--- config.mk ---
export PLATFORM = sky130hd
export DESIGN_NAME = aes_round_ctrl
export DESIGN_NICKNAME = d
export VERILOG_FILES = /design/src/rtl/aes_pkg.sv /design/src/rtl/aes_round_counter.sv /design/src/rtl/aes_round_ctrl.sv
export SDC_FILE = /design/constraint.sdc
export NUM_CORES = 1
export LEC_CHECK = 0
export ABC_AREA = 1
export BUFFER_PORTS_ARGS = -buffer_cell sky130_fd_sc_hd__buf_2
export CAP_MARGIN = 20
export CORE_MARGIN = 2
export CORE_UTILIZATION = 35
export CTS_CLUSTER_DIAMETER = 100
export DETAILED_ROUTE_END_ITERATION = 12
export PLACE_DENSITY = 0.56
export REMOVE_ABC_BUFFERS = 1
export SLEW_MARGIN = 15
export SYNTH_ARGS = -nofsm -noshare
export SYNTH_HDL_FRONTEND = slang
export SYNTH_SLANG_ARGS = --single-unit
--- constraint.sdc ---
create_clock -name clk -period 3.07 [get_ports clk]
set_input_delay 0.4605 -clock clk [delete_from_list [all_inputs] [get_ports clk]]
set_output_delay 0.4605 -clock clk [all_outputs]
set_load 0.02 [all_outputs]
--- src/rtl/aes_pkg.sv ---
// Shared AES definitions for the round sequencer.
//   AES_NR_128   : number of rounds for AES-128
//   AES_RK_IDX_W : width of the round-key index
//   AES_ROW_W    : width of one state row in the datapath
//   AES_LAT_W    : width of the per-round latency counter
//   aes_state_e  : controller state encoding
package aes_pkg;

  localparam int AES_NR_128   = 10;
  localparam int AES_RK_IDX_W = 4;
  localparam int AES_ROW_W    = 32;
  localparam int AES_LAT_W    = 3;

  typedef enum logic [2:0] {
    ST_IDLE  = 3'd0,
    ST_INIT  = 3'd1,
    ST_ROUND = 3'd2,
    ST_FINAL = 3'd3,
    ST_DONE  = 3'd4
  } aes_state_e;

endpackage

--- src/rtl/aes_round_counter.sv ---
// Round and intra-round latency counters for the AES round sequencer.
// Ports:
//   clk, rst_n   : clock, synchronous active-low reset
//   clear        : force both counters to 0
//   load_first   : initial round captured; round_cnt <= 1, lat_cnt <= 0
//   run          : a round (middle or final) is executing
//   stall        : round key not valid; blocks the capture cycle
//   round_cnt    : current round index 0..NR
//   lat_cnt      : cycle within the current round 0..ROUND_LAT-1
//   last_lat     : lat_cnt is on the capture cycle
//   last_round   : round_cnt is the last middle round (NR-1)
module aes_round_counter
  import aes_pkg::*;
#(
  parameter int NR        = AES_NR_128,
  parameter int ROUND_LAT = 1
) (
  input  logic                    clk,
  input  logic                    rst_n,
  input  logic                    clear,
  input  logic                    load_first,
  input  logic                    run,
  input  logic                    stall,
  output logic [AES_RK_IDX_W-1:0] round_cnt,
  output logic [AES_LAT_W-1:0]    lat_cnt,
  output logic                    last_lat,
  output logic                    last_round
);

  localparam logic [AES_LAT_W-1:0]    LAT_LAST = AES_LAT_W'(ROUND_LAT - 1);
  localparam logic [AES_RK_IDX_W-1:0] RND_MAX  = AES_RK_IDX_W'(NR);
  localparam logic [AES_RK_IDX_W-1:0] RND_LAST = AES_RK_IDX_W'(NR - 1);

  always_ff @(posedge clk) begin
    if (!rst_n || clear) begin
      round_cnt <= '0;
      lat_cnt   <= '0;
    end else if (load_first) begin
      round_cnt <= AES_RK_IDX_W'(1);
      lat_cnt   <= '0;
    end else if (run) begin
      if (!last_lat) begin
        // Non-capture cycles advance regardless of key availability.
        lat_cnt <= lat_cnt + AES_LAT_W'(1);
      end else if (!stall) begin
        lat_cnt <= '0;
        // Saturate at NR so the final capture leaves the index at NR.
        if (round_cnt != RND_MAX) begin
          round_cnt <= round_cnt + AES_RK_IDX_W'(1);
        end
      end
    end
  end

  assign last_lat   = (lat_cnt == LAT_LAST);
  assign last_round = (round_cnt == RND_LAST);

endmodule

--- src/rtl/aes_round_ctrl.sv ---
// Iterative AES-128 encryption sequencer for a shared round datapath.
//
//   state    | meaning
//   ---------+-------------------------------------------------------------
//   ST_IDLE  | waiting for a plaintext block, in_ready high
//   ST_INIT  | initial AddRoundKey with round key 0, plaintext selected
//   ST_ROUND | middle rounds 1..NR-1, full SubBytes/ShiftRows/MixColumns/ARK
//   ST_FINAL | last round NR, MixColumns bypassed
//   ST_DONE  | ciphertext held in the state rows, out_valid high
//
// Ports:
//   clk, rst_n    : clock, synchronous active-low reset
//   in_valid      : plaintext rows valid        in_ready  : block can be accepted
//   rk_req        : round key requested         rk_round  : requested key index
//   rk_valid      : requested key stable
//   dp_load_in    : state mux selects plaintext dp_state_en : state rows capture
//   dp_mix_bypass : MixColumns bypassed         dp_ark_only : AddRoundKey only
//   out_valid     : ciphertext valid            out_ready : consumer takes it
//   busy          : block in flight
module aes_round_ctrl
  import aes_pkg::*;
#(
  parameter int NR        = AES_NR_128,
  parameter int ROUND_LAT = 1
) (
  input  logic                    clk,
  input  logic                    rst_n,
  input  logic                    in_valid,
  output logic                    in_ready,
  output logic                    rk_req,
  output logic [AES_RK_IDX_W-1:0] rk_round,
  input  logic                    rk_valid,
  output logic                    dp_load_in,
  output logic                    dp_state_en,
  output logic                    dp_mix_bypass,
  output logic                    dp_ark_only,
  output logic                    out_valid,
  input  logic                    out_ready,
  output logic                    busy
);

  aes_state_e                state;
  aes_state_e                state_next;
  logic [AES_RK_IDX_W-1:0]   round_cnt;
  logic [AES_LAT_W-1:0]      lat_cnt;
  logic                      last_lat;
  logic                      last_round;

  aes_round_counter #(
    .NR        (NR),
    .ROUND_LAT (ROUND_LAT)
  ) u_counter (
    .clk        (clk),
    .rst_n      (rst_n),
    .clear      (state == ST_IDLE),
    .load_first (state == ST_INIT && rk_valid),
    .run        (state == ST_ROUND || state == ST_FINAL),
    .stall      (!rk_valid),
    .round_cnt  (round_cnt),
    .lat_cnt    (lat_cnt),
    .last_lat   (last_lat),
    .last_round (last_round)
  );

  always_ff @(posedge clk) begin
    if (!rst_n) begin
      state <= ST_IDLE;
    end else begin
      state <= state_next;
    end
  end

  always_comb begin
    state_next    = state;
    in_ready      = 1'b0;
    rk_req        = 1'b0;
    rk_round      = '0;
    dp_load_in    = 1'b0;
    dp_state_en   = 1'b0;
    dp_mix_bypass = 1'b0;
    dp_ark_only   = 1'b0;
    out_valid     = 1'b0;
    busy          = 1'b0;

    case (state)
      ST_IDLE: begin
        in_ready = 1'b1;
        if (in_valid) begin
          state_next = ST_INIT;
        end
      end

      ST_INIT: begin
        rk_req      = 1'b1;
        dp_load_in  = 1'b1;
        dp_ark_only = 1'b1;
        busy        = 1'b1;
        if (rk_valid) begin
          dp_state_en = 1'b1;
          state_next  = (NR == 1) ? ST_FINAL : ST_ROUND;
        end
      end

      ST_ROUND: begin
        rk_req   = 1'b1;
        rk_round = round_cnt;
        busy     = 1'b1;
        if (last_lat && rk_valid) begin
          dp_state_en = 1'b1;
          if (last_round) begin
            state_next = ST_FINAL;
          end
        end
      end

      ST_FINAL: begin
        rk_req        = 1'b1;
        rk_round      = AES_RK_IDX_W'(NR);
        dp_mix_bypass = 1'b1;
        busy          = 1'b1;
        if (last_lat && rk_valid) begin
          dp_state_en = 1'b1;
          state_next  = ST_DONE;
        end
      end

      ST_DONE: begin
        out_valid = 1'b1;
        // Lets a new block enter in the same cycle the ciphertext is taken.
        in_ready  = out_ready;
        if (out_ready) begin
          state_next = in_valid ? ST_INIT : ST_IDLE;
        end
      end

      default: begin
        state_next = ST_IDLE;
      end
    endcase
  end

endmodule
* After elaboration in Yosys (flattened, before gate mapping)
Cells that the tools add are included.
** Storage, ports and cells
- Logic and storage cells :: 61
- Bits of input ports :: 5
- Register bits after elaboration :: 10
** Cells by class
- Reductions and logical operators :: 18
- $add $sub $neg :: 2
- Mux-type cells :: 24
- Eq/ne operators :: 13
** Operators by type and width (number)
- 3-bit 2-to-1 mux :: 8
- 3-bit one-hot mux with 5 select lines :: 1
- 1-bit 2-to-1 mux :: 12
- 2-bit inequality test (second input constant) :: 5
- 4-bit one-hot mux with 2 select lines :: 1
- 4-bit AND reduction :: 2
- 2-bit nonzero test :: 4
- 3-bit by 2-bit == test with 1-bit output (second input constant) :: 2
- 3-bit zero test :: 2
- 6-bit AND reduction :: 1
- 4-bit by 1-bit adder with 4-bit output (second input constant) :: 1
- 4-bit == test (second input constant) :: 1
- 2-bit by 1-bit inequality test with 1-bit output (second input constant) :: 2
- 4-bit inequality test (second input constant) :: 1
- 1-bit one-hot mux with 2 select lines :: 2
- 2-bit OR reduction :: 2
- 3-bit by 1-bit adder with 3-bit output (second input constant) :: 1
- 3-bit by 1-bit == test with 1-bit output (second input constant) :: 1
- 3-bit == test (second input constant) :: 1
- 3-bit OR reduction :: 1
- 1-bit logical AND :: 2
- 1-bit logical OR :: 2
- 2-bit AND reduction :: 1
- 1-bit zero test :: 1

* Longest topological paths before layout
Gate-level depths: netlist of run 1.
- Depth after elaboration :: 6
- Gate-level depth with buffers :: 9
- Gate-level depth less buffers :: 9

* By module
Synthesis of run 1 repeated with hierarchy kept, for this count alone.
** Unflattened totals
- Cells, all modules :: 135
- Area, all modules :: 843.3 um2
** By module, submodules not included
- aes_round_counter :: seq. area each 140.1 um2, area each 491.7 um2, instances 1, cells an instance 70
- aes_round_ctrl :: seq. area each 60.1 um2, area each 351.6 um2, instances 1, cells an instance 65

* Worst setup path after synthesis of run 1
No wires, ideal clock.
- Kind :: register to output
- Start point :: reg state[0]
- End point :: out dp_state_en
- Data required time :: 2609 ps
- Stages on the path, launching flop included :: 5
- Arrival :: 1317 ps
- Slack :: 1292 ps
- Path buffers :: 0
- Cells stage by stage :: dfxtp_1 inv_2 nor3_2 nand2_1 o21ai_0
** On the way
- Longest elaborated chain between the ends :: 3
- Elaborated cells between the ends (all ways) :: 5
- Classes of those cells :: 3 x eq/ne; 1 x mux; 1 x reduce/logical
** RTL lines
- from (decl) :: RTL line aes_round_ctrl.sv:42 : aes_state_e state;
- from (signal assigned) :: RTL line aes_round_ctrl.sv:69 : state <= state_next;
- 3-bit by 2-bit == test with 1-bit output :: RTL line aes_round_ctrl.sv:85 : case (state)
- 2-bit OR reduction (no line)
- 1-bit one-hot mux with 2 select lines * :: RTL line aes_round_ctrl.sv:85
- to (decl) :: RTL line aes_round_ctrl.sv:34 : output logic dp_state_en,
Mark *: on every way between the ends. The rest lies on a longest branch, timed or not.

* Worst setup path after layout of run 1
Ends and elaborated chain as after synthesis.

==> results of run 1 <==
[sequential cells by signal (all words and copies together) (netlist names)]
name	flops
u_counter.round_cnt	4
u_counter.lat_cnt	3
state	3
[final timing paths]
check / endpoint / slack [ns] / depth (start not counted)
setup / recovery: dp_state_en / 1.09 / 5
hold / removal: u_counter.round_cnt[0]$_SDFFE_PP0P_ / 0.46 / 3
setup reg to reg: u_counter.round_cnt[1]$_SDFFE_PP0P_ / 1.75 / 6
hold reg to reg: u_counter.lat_cnt[0]$_SDFFE_PP0P_ / 0.49 / 2
[per-stage QoR]
| stage | worst slack [ns] | instance area, um2 | util (%) | hold slack, ns |
|---|---|---|---|---|
| 3_3_place_gp | 1.46 | 805 | 41.9 | 0.477 |
| 4_1_cts | 1.08 | 841 | 43.8 | 0.454 |
| 3_5_place_dp | 1.39 | 805 | 41.9 | 0.477 |
| 6_report | 1.09 | 841 | 43.8 | 0.461 |
| 2_1_floorplan | 1.06 | 691 | - | 0.457 |
| 5_1_grt | 0.970 | 841 | 43.8 | 0.460 |
[per-layer routing]
metal  track usage (%)  share of wire [%]
met1              17.0                 48
met2              22.6                 44
met3              4.60                6.1
met4              5.71                1.3
met5                 0                  0
[worst max-delay path, cell delays in order (launching register included)]
cell	delay, ns
dfxtp_1	0.40
inv_2	0.09
nor3_2	0.29
nand2_1	0.16
o21ai_0	0.12
buf_2	0.20
[cells in the mapped netlist, drive strengths merged]
cell,n
nand2,22
nor2,20
inv,16
dfxtp,10
a21oi,8
nand3,7
ha,5
o21ai,4
buf,2
nor3,2
xor2,2
a211oi,1
a22oi,1
nand3b,1
nor3b,1
or2,1
[cells by family after synthesis]
group,Yosys count,share of synthesized area (%)
AO/OA/AOI/OAI,14,11.2
flip-flops,10,28.4
buffers and inverters,18,10.6
AND/OR/NAND/NOR,54,38.5
XOR/XNOR,2,2.48
adder cells (fa/ha/maj),5,8.87
[power breakdown]
group          leakage (nW)  internal (mW)  total (mW)  switching [mW]
Combinational         0.293          0.116       0.364           0.249
Clock                0.0210         0.0720       0.124          0.0520
Sequential           0.0813          0.150       0.177          0.0272
Total                 0.396          0.338       0.666           0.328
[cells in the final DEF (no fill, tap or decap)]
master    synthesis  layout
a22oi_1           1       1
nor3_1            1       1
o21ai_0           2       2
nor2_2            3       3
nor2_1           16      16
a21oi_1           8       8
nor2_4            1       1
or2_0             1       1
o21ai_2           1       1
nand2_2           4       4
inv_2             3       3
nand3b_1          1       1
nand2_1          17      17
dfxtp_1          10      10
clkbuf_4          0       3
buf_2             0      16
clkbuf_8          0       1
ha_1              5       5
xor2_1            2       2
a211oi_1          1       1
nor3b_1           1       1
inv_1            13      13
o21ai_1           1       1
nand2_4           1       1
nand3_1           5       5
nand3_2           2       2
nor3_2            1       1
[layout make-up]
class,count,share of cell area [%]
multi-input combinational,75,51.2
inverter,16,7.14
sequential,10,23.8
timing repair buffer,16,9.52
clock buffer,4,4.32
tap,27,4.02
==> impl_metrics.csv, run 1 <==
group,metric,value,unit
clocking,cts_buffers,3,
grt,grt_pass1_vias,643,
sta,period_minus_slack,1.98,ns
sta,skew,0.00547,ns
critical_path,critical_path_class,"flip-flop to primary output",
route,drt-initial-drc-count,9,
sta,finalSetupViolCount,0,
sta,rsz0062_at_grt,"no",
die,dieArea,0.00239,mm2
final_layout,fin_cells,148,
die,std_cell_rows,16,
clocking,root_buffer,"clkbuf_4",
route,wl_per_cell,9.83,um
place,placedCellCount,144,
grt,grt_pass1_wl,2.60,mm
critical_path,worstPathMaxFanout,6,
final_layout,drive_gt1_share,29.8,%
synthesis,yosys_warnings,0,
worst_hold_path,worstHoldPathType,"input pin to flip-flop",
route,viasPerCell,4.58,
final_layout,synthToLayoutAreaGrowth,19.1,%
clocking,postCtsSetupRepairBufs,0,
die,initial_core_util,36.7,%
power_and_ir_drop,power_density,792,mW/mm2
grt,gr-usage-all-layers,14.0,%
die,die_y,48.9,um
critical_path,required,2.61,ns
synthesis,synth_area_per_cell,6.85,um2
sta,fin_crit_sh,64.5,%
synthesis,yosysTopAreaCell,"dfxtp_1",
outcome,outcome,"complete, no violations",
final_layout,fillers,227,
grt,grt-ovfl-total,0,
synthesis,ys_top_cells_by_area,"dfxtp_1 (28%), nand2_1 (9.0%), ha_1 (8.9%), nor2_1 (8.5%), inv_1 (6.9%)",
critical_path,endpoint_kind,"primary output",
synthesis,ys_seq_area_share,28.4,%
route,via_count,678,
clocking,hold_buffers,0,
die,die_x,48.9,um
route,dr.pass1.iters,4,
place,hpwl,1.19,mm
critical_path,reg2reg_from,"u_counter.round_cnt[0]$_SDFFE_PP0P_",
worst_hold_path,hp-start,"rst_n",
final_layout,final_nets,132,
synthesis,syn_inst,103,
critical_path,worstPathArrival,1.52,ns
power_and_ir_drop,finalPower,666,uW
clocking,clk_pin_slew,0.08,ns
power_and_ir_drop,power.leakage,0.396,nW
synthesis,synthesis.area,706,um2
final_layout,antenna_cells,0,
synthesis,ys_types,25,
clocking,cts_htree_levels,1,
synthesis,yosys_register_bits,10,
place,port_buffers,16,
sta,fin_tns_setup,0,ns
sta,max_slew_margin,76.2,%
route,ant_nets,0,
grt,grt_max_degree,8,
final_layout,register_area,200,um2
clocking,cts_sinks,10,
sta,max_freq,505,MHz
power_and_ir_drop,ir_worst_vdd,0.337,mV
clocking,cts_tree,"yes",
clocking,clk_latency,0.27,ns
route,wirelength,1.46,mm
sta,worst_pin_slew,0.355,ns
synthesis,synth_top_area_share,28.4,%
place,gp_congestion,0.804,
final_layout,multiInputGateArea,430,um2
critical_path,start_kind,"flip-flop",
job,max-cap-violations,0,
route,drc,0,
grt,antenna_found_initial,0,
critical_path,setup.worst_path.start,"state[0]$_SDFFE_PN0P_",
clocking,clk_path_buf_depth,2,
sta,hold_violations,0,
clocking,ctsResizeCount,0,
die,core,0.00192,mm2
die,ios,17,
sta,final_max_slew_viol_count,0,
(Power assumes the default switching activity.)
==> run 2, diff against run 1 <==
--- a/config.mk
+++ b/config.mk
@@ -5,7 +5,7 @@
 export SDC_FILE = /design/constraint.sdc
 export NUM_CORES = 1
 export LEC_CHECK = 0
-export ABC_AREA = 1
+export ABC_AREA = 0
 export BUFFER_PORTS_ARGS = -buffer_cell sky130_fd_sc_hd__buf_2
 export CAP_MARGIN = 20
 export CORE_MARGIN = 2
==> constraint.sdc (replaced) <==
create_clock -name clk -period 1.9 [get_ports clk]
set_input_delay 0.285 -clock clk [delete_from_list [all_inputs] [get_ports clk]]
set_output_delay 0.285 -clock clk [all_outputs]
set_load 0.02 [all_outputs]
==> run 2 against run 1 <==
Compared with the run above: sequential power rose by 40%; final area down 3.7%; flip-flop and latch count unchanged; clock skew shrank 0.0026 ns; setup slack worse by 0.99 ns; synthesized area is 0.35% higher; final cell count shrank 12%; routed wire length increased by 4.8%; total power shrank 13%; core utilization fell by 2.1 points; via count fell by 4.0%; count of clock-buffer cells in the layout decreased by 1; critical endpoint unchanged.
==> impl_metrics.csv, run 2 <==
group,metric,value,unit
outcome,outcome,"complete, no violations",
power_and_ir_drop,power.leakage,0.334,nW
job,max-cap-violations,0,
die,die_y,49.0,um
die,std_cell_rows,16,
sta,period_minus_slack,1.80,ns
critical_path,endpoint_kind,"primary output",
place,hpwl,1.16,mm
critical_path,critical_path_class,"flip-flop to primary output",
grt,grt_max_degree,15,
final_layout,largest_register_ffs,4,
sta,max_freq,554,MHz
synthesis,synthesis.area,708,um2
final_layout,antenna_cells,0,
critical_path,slowest_stage,"dfxtp_1",
clocking,root_buffer,"clkbuf_4",
synthesis,yosysTopAreaCell,"dfxtp_1",
sta,rsz0062_at_grt,"no",
sta,worst_pin_slew,0.435,ns
die,core,0.00194,mm2
grt,antenna_found_initial,0,
place,port_buffers,16,
critical_path,crit_chain,"inv_1 > ha_1 > and2b_1 > mux2i_1 > nor3b_1 > buf_2",
critical_path,start_kind,"flip-flop",
clocking,cts_sinks,10,
route,wl_per_cell,11.7,um
clocking,hold_buffers,0,
synthesis,ys_seq_area_share,28.3,%
synthesis,ys_types,37,
final_layout,final_cell_mix,"buf_2 (16), nor2_1 (10), dfxtp_1 (10), inv_1 (6), a21oi_1 (6)",
final_layout,drive_gt1_share,23.3,%
clocking,ctsResizeCount,0,
route,route.met3.wl,56,um
die,die_x,49.0,um
grt,gr-usage-all-layers,14.4,%
clocking,cts_tree,"yes",
synthesis,synth_area_per_cell,7.87,um2
route,drt-initial-drc-count,8,
sta,timing.hold.ws,0.325,ns
route,ant_nets,0,
sta,skew,0.00288,ns
final_layout,regMostFlops,"u_counter.round_cnt",
power_and_ir_drop,power_density,712,mW/mm2
synthesis,async_flop_share,0,%
final_layout,top_regs,"u_counter.round_cnt x4, state x3, u_counter.lat_cnt x3",
place,placedCellCount,127,
die,dieArea,0.00240,mm2
route,dr.pass1.iters,4,
synthesis,synth_top_area_share,28.3,%
synthesis,yosys_register_bits,10,
clocking,postCtsSetupRepairBufs,0,
final_layout,fillers,212,
route,via_count,651,
final_layout,synthToLayoutAreaGrowth,14.3,%
sta,hold_violations,0,
die,initial_core_util,36.5,%
grt,grt-ovfl-total,0,
final_layout,final_common_cell,"buf_2",
grt,grt_pass1_vias,621,
clocking,cts_htree_levels,1,
synthesis,synth-edff-count,0,
worst_hold_path,worstHoldPathType,"input pin to flip-flop",
die,ios,17,
power_and_ir_drop,ir_worst_vdd,0.404,mV
synthesis,yosys_warnings,0,
route,drc,0,
clocking,clk_path_buf_depth,2,
synthesis,ys_top_cells_by_area,"dfxtp_1 (28%), ha_1 (8.8%), nor2_1 (5.3%), a21oi_1 (4.2%), inv_1 (3.2%)",
critical_path,worstPathArrival,1.52,ns
synthesis,syn_inst,90,
place,gp_congestion,0.750,
route,met1Wirelength,745,um
synthesis,ys.flop_type,"dfxtp_1",
route,top_layer,"met4",
route,wirelength,1.53,mm
critical_path,max_stage_delay,0.34,ns
critical_path,required,1.62,ns
sta,fin_tns_setup,0,ns
critical_path,crit_buf_inv,2,
critical_path,r2r_slack,0.41,ns
sta,fin_crit_sh,95.0,%
grt,grt_pass1_wl,2.69,mm
sta,max_slew_margin,70.9,%
sta,final_max_slew_viol_count,0,
clocking,cts_buffers,3,
synthesis,netlist_top_cells_count,"dfxtp_1 (10), nor2_1 (10), a21oi_1 (6), inv_1 (6)",
final_layout,fin_cells,130,
critical_path,worstPathMaxFanout,4,
route,wl_met2,700,um
clocking,clk_pin_slew,0.07,ns
route,viasPerCell,5.01,
final_layout,final_nets,115,
clocking,clk_latency,0.27,ns
sta,finalSetupViolCount,0,
critical_path,critical_path.top_delay_family,"simple AND/OR/NAND/NOR gates",
-- run 2: cell count changes after synthesis, moves of 3 or more --
cell	previous run	this run
nor2_1	16	10
buf_2	0	4
nor3_1	1	4
nand2_2	4	0
nand3_1	5	1
nand2_1	17	5
nand4_1	0	3
inv_1	13	6
nor2_2	3	0
-- run 2: area by class of cell --
class | instances | area (um2) | share of cell area, %
timing repair buffer | 16 | 80.1 | 9.89
multi-input combinational | 67 | 447 | 55.2
inverter | 7 | 26.3 | 3.25
tap | 27 | 33.8 | 4.17
sequential | 10 | 200 | 24.7
clock buffer | 3 | 22.5 | 2.78
-- run 2: worst reg2reg max path: stages, from the launching register on --
cell and delay (ns):
dfxtp_1 0.59, and4bb_2 0.36, nand3_2 0.12, or2_0 0.24
a21oi_2 0.12
-- run 2: cells by family after synthesis --
| logic type | after synthesis | share of synthesized area [%] |
|---|---|---|
| AO/OA/AOI/OAI | 17 | 15.4 |
| XOR/XNOR | 2 | 2.47 |
| adder cells (fa/ha/maj) | 5 | 8.83 |
| buffers and inverters | 13 | 8.66 |
| flip-flops | 10 | 28.3 |
| multiplexers | 3 | 4.42 |
| AND/OR/NAND/NOR | 40 | 32.0 |
-- run 2: report_power, final --
part           total (mW)  internal (mW)  switching, mW
Combinational       0.181         0.0658          0.116
Sequential          0.247          0.220         0.0269
Clock               0.149         0.0734         0.0754
-- run 2: routing by layer --
layer,track usage [%],up-vias
li1,-,339
met1,18.6,298
met2,23.1,12
met5,0,-
met4,7.14,0
met3,2.76,2
-- run 2: path summary, 6_finish.rpt --
kind	startpoint	to	depth (start not counted)
min reg2reg	u_counter.lat_cnt[2]$_SDFFE_PP0P_	u_counter.lat_cnt[2]$_SDFFE_PP0P_	2
max	u_counter.lat_cnt[0]$_SDFFE_PP0P_	dp_state_en	6
min	rst_n	state[2]$_SDFFE_PN0P_	2
max reg2reg	state[1]$_SDFFE_PN0P_	u_counter.round_cnt[1]$_SDFFE_PP0P_	4
-- run 2: through the flow --
stage	utilization (%)	area (um2)	total power, mW	setup slack [ns]
after floorplan	-	673	0.371	0.172
after detailed placement	40.5	787	0.434	0.390
after CTS	41.7	810	0.581	0.0782
after global placement	40.5	787	0.435	0.387
after global routing	41.7	810	0.610	0.00192
final	41.7	810	0.577	0.0951
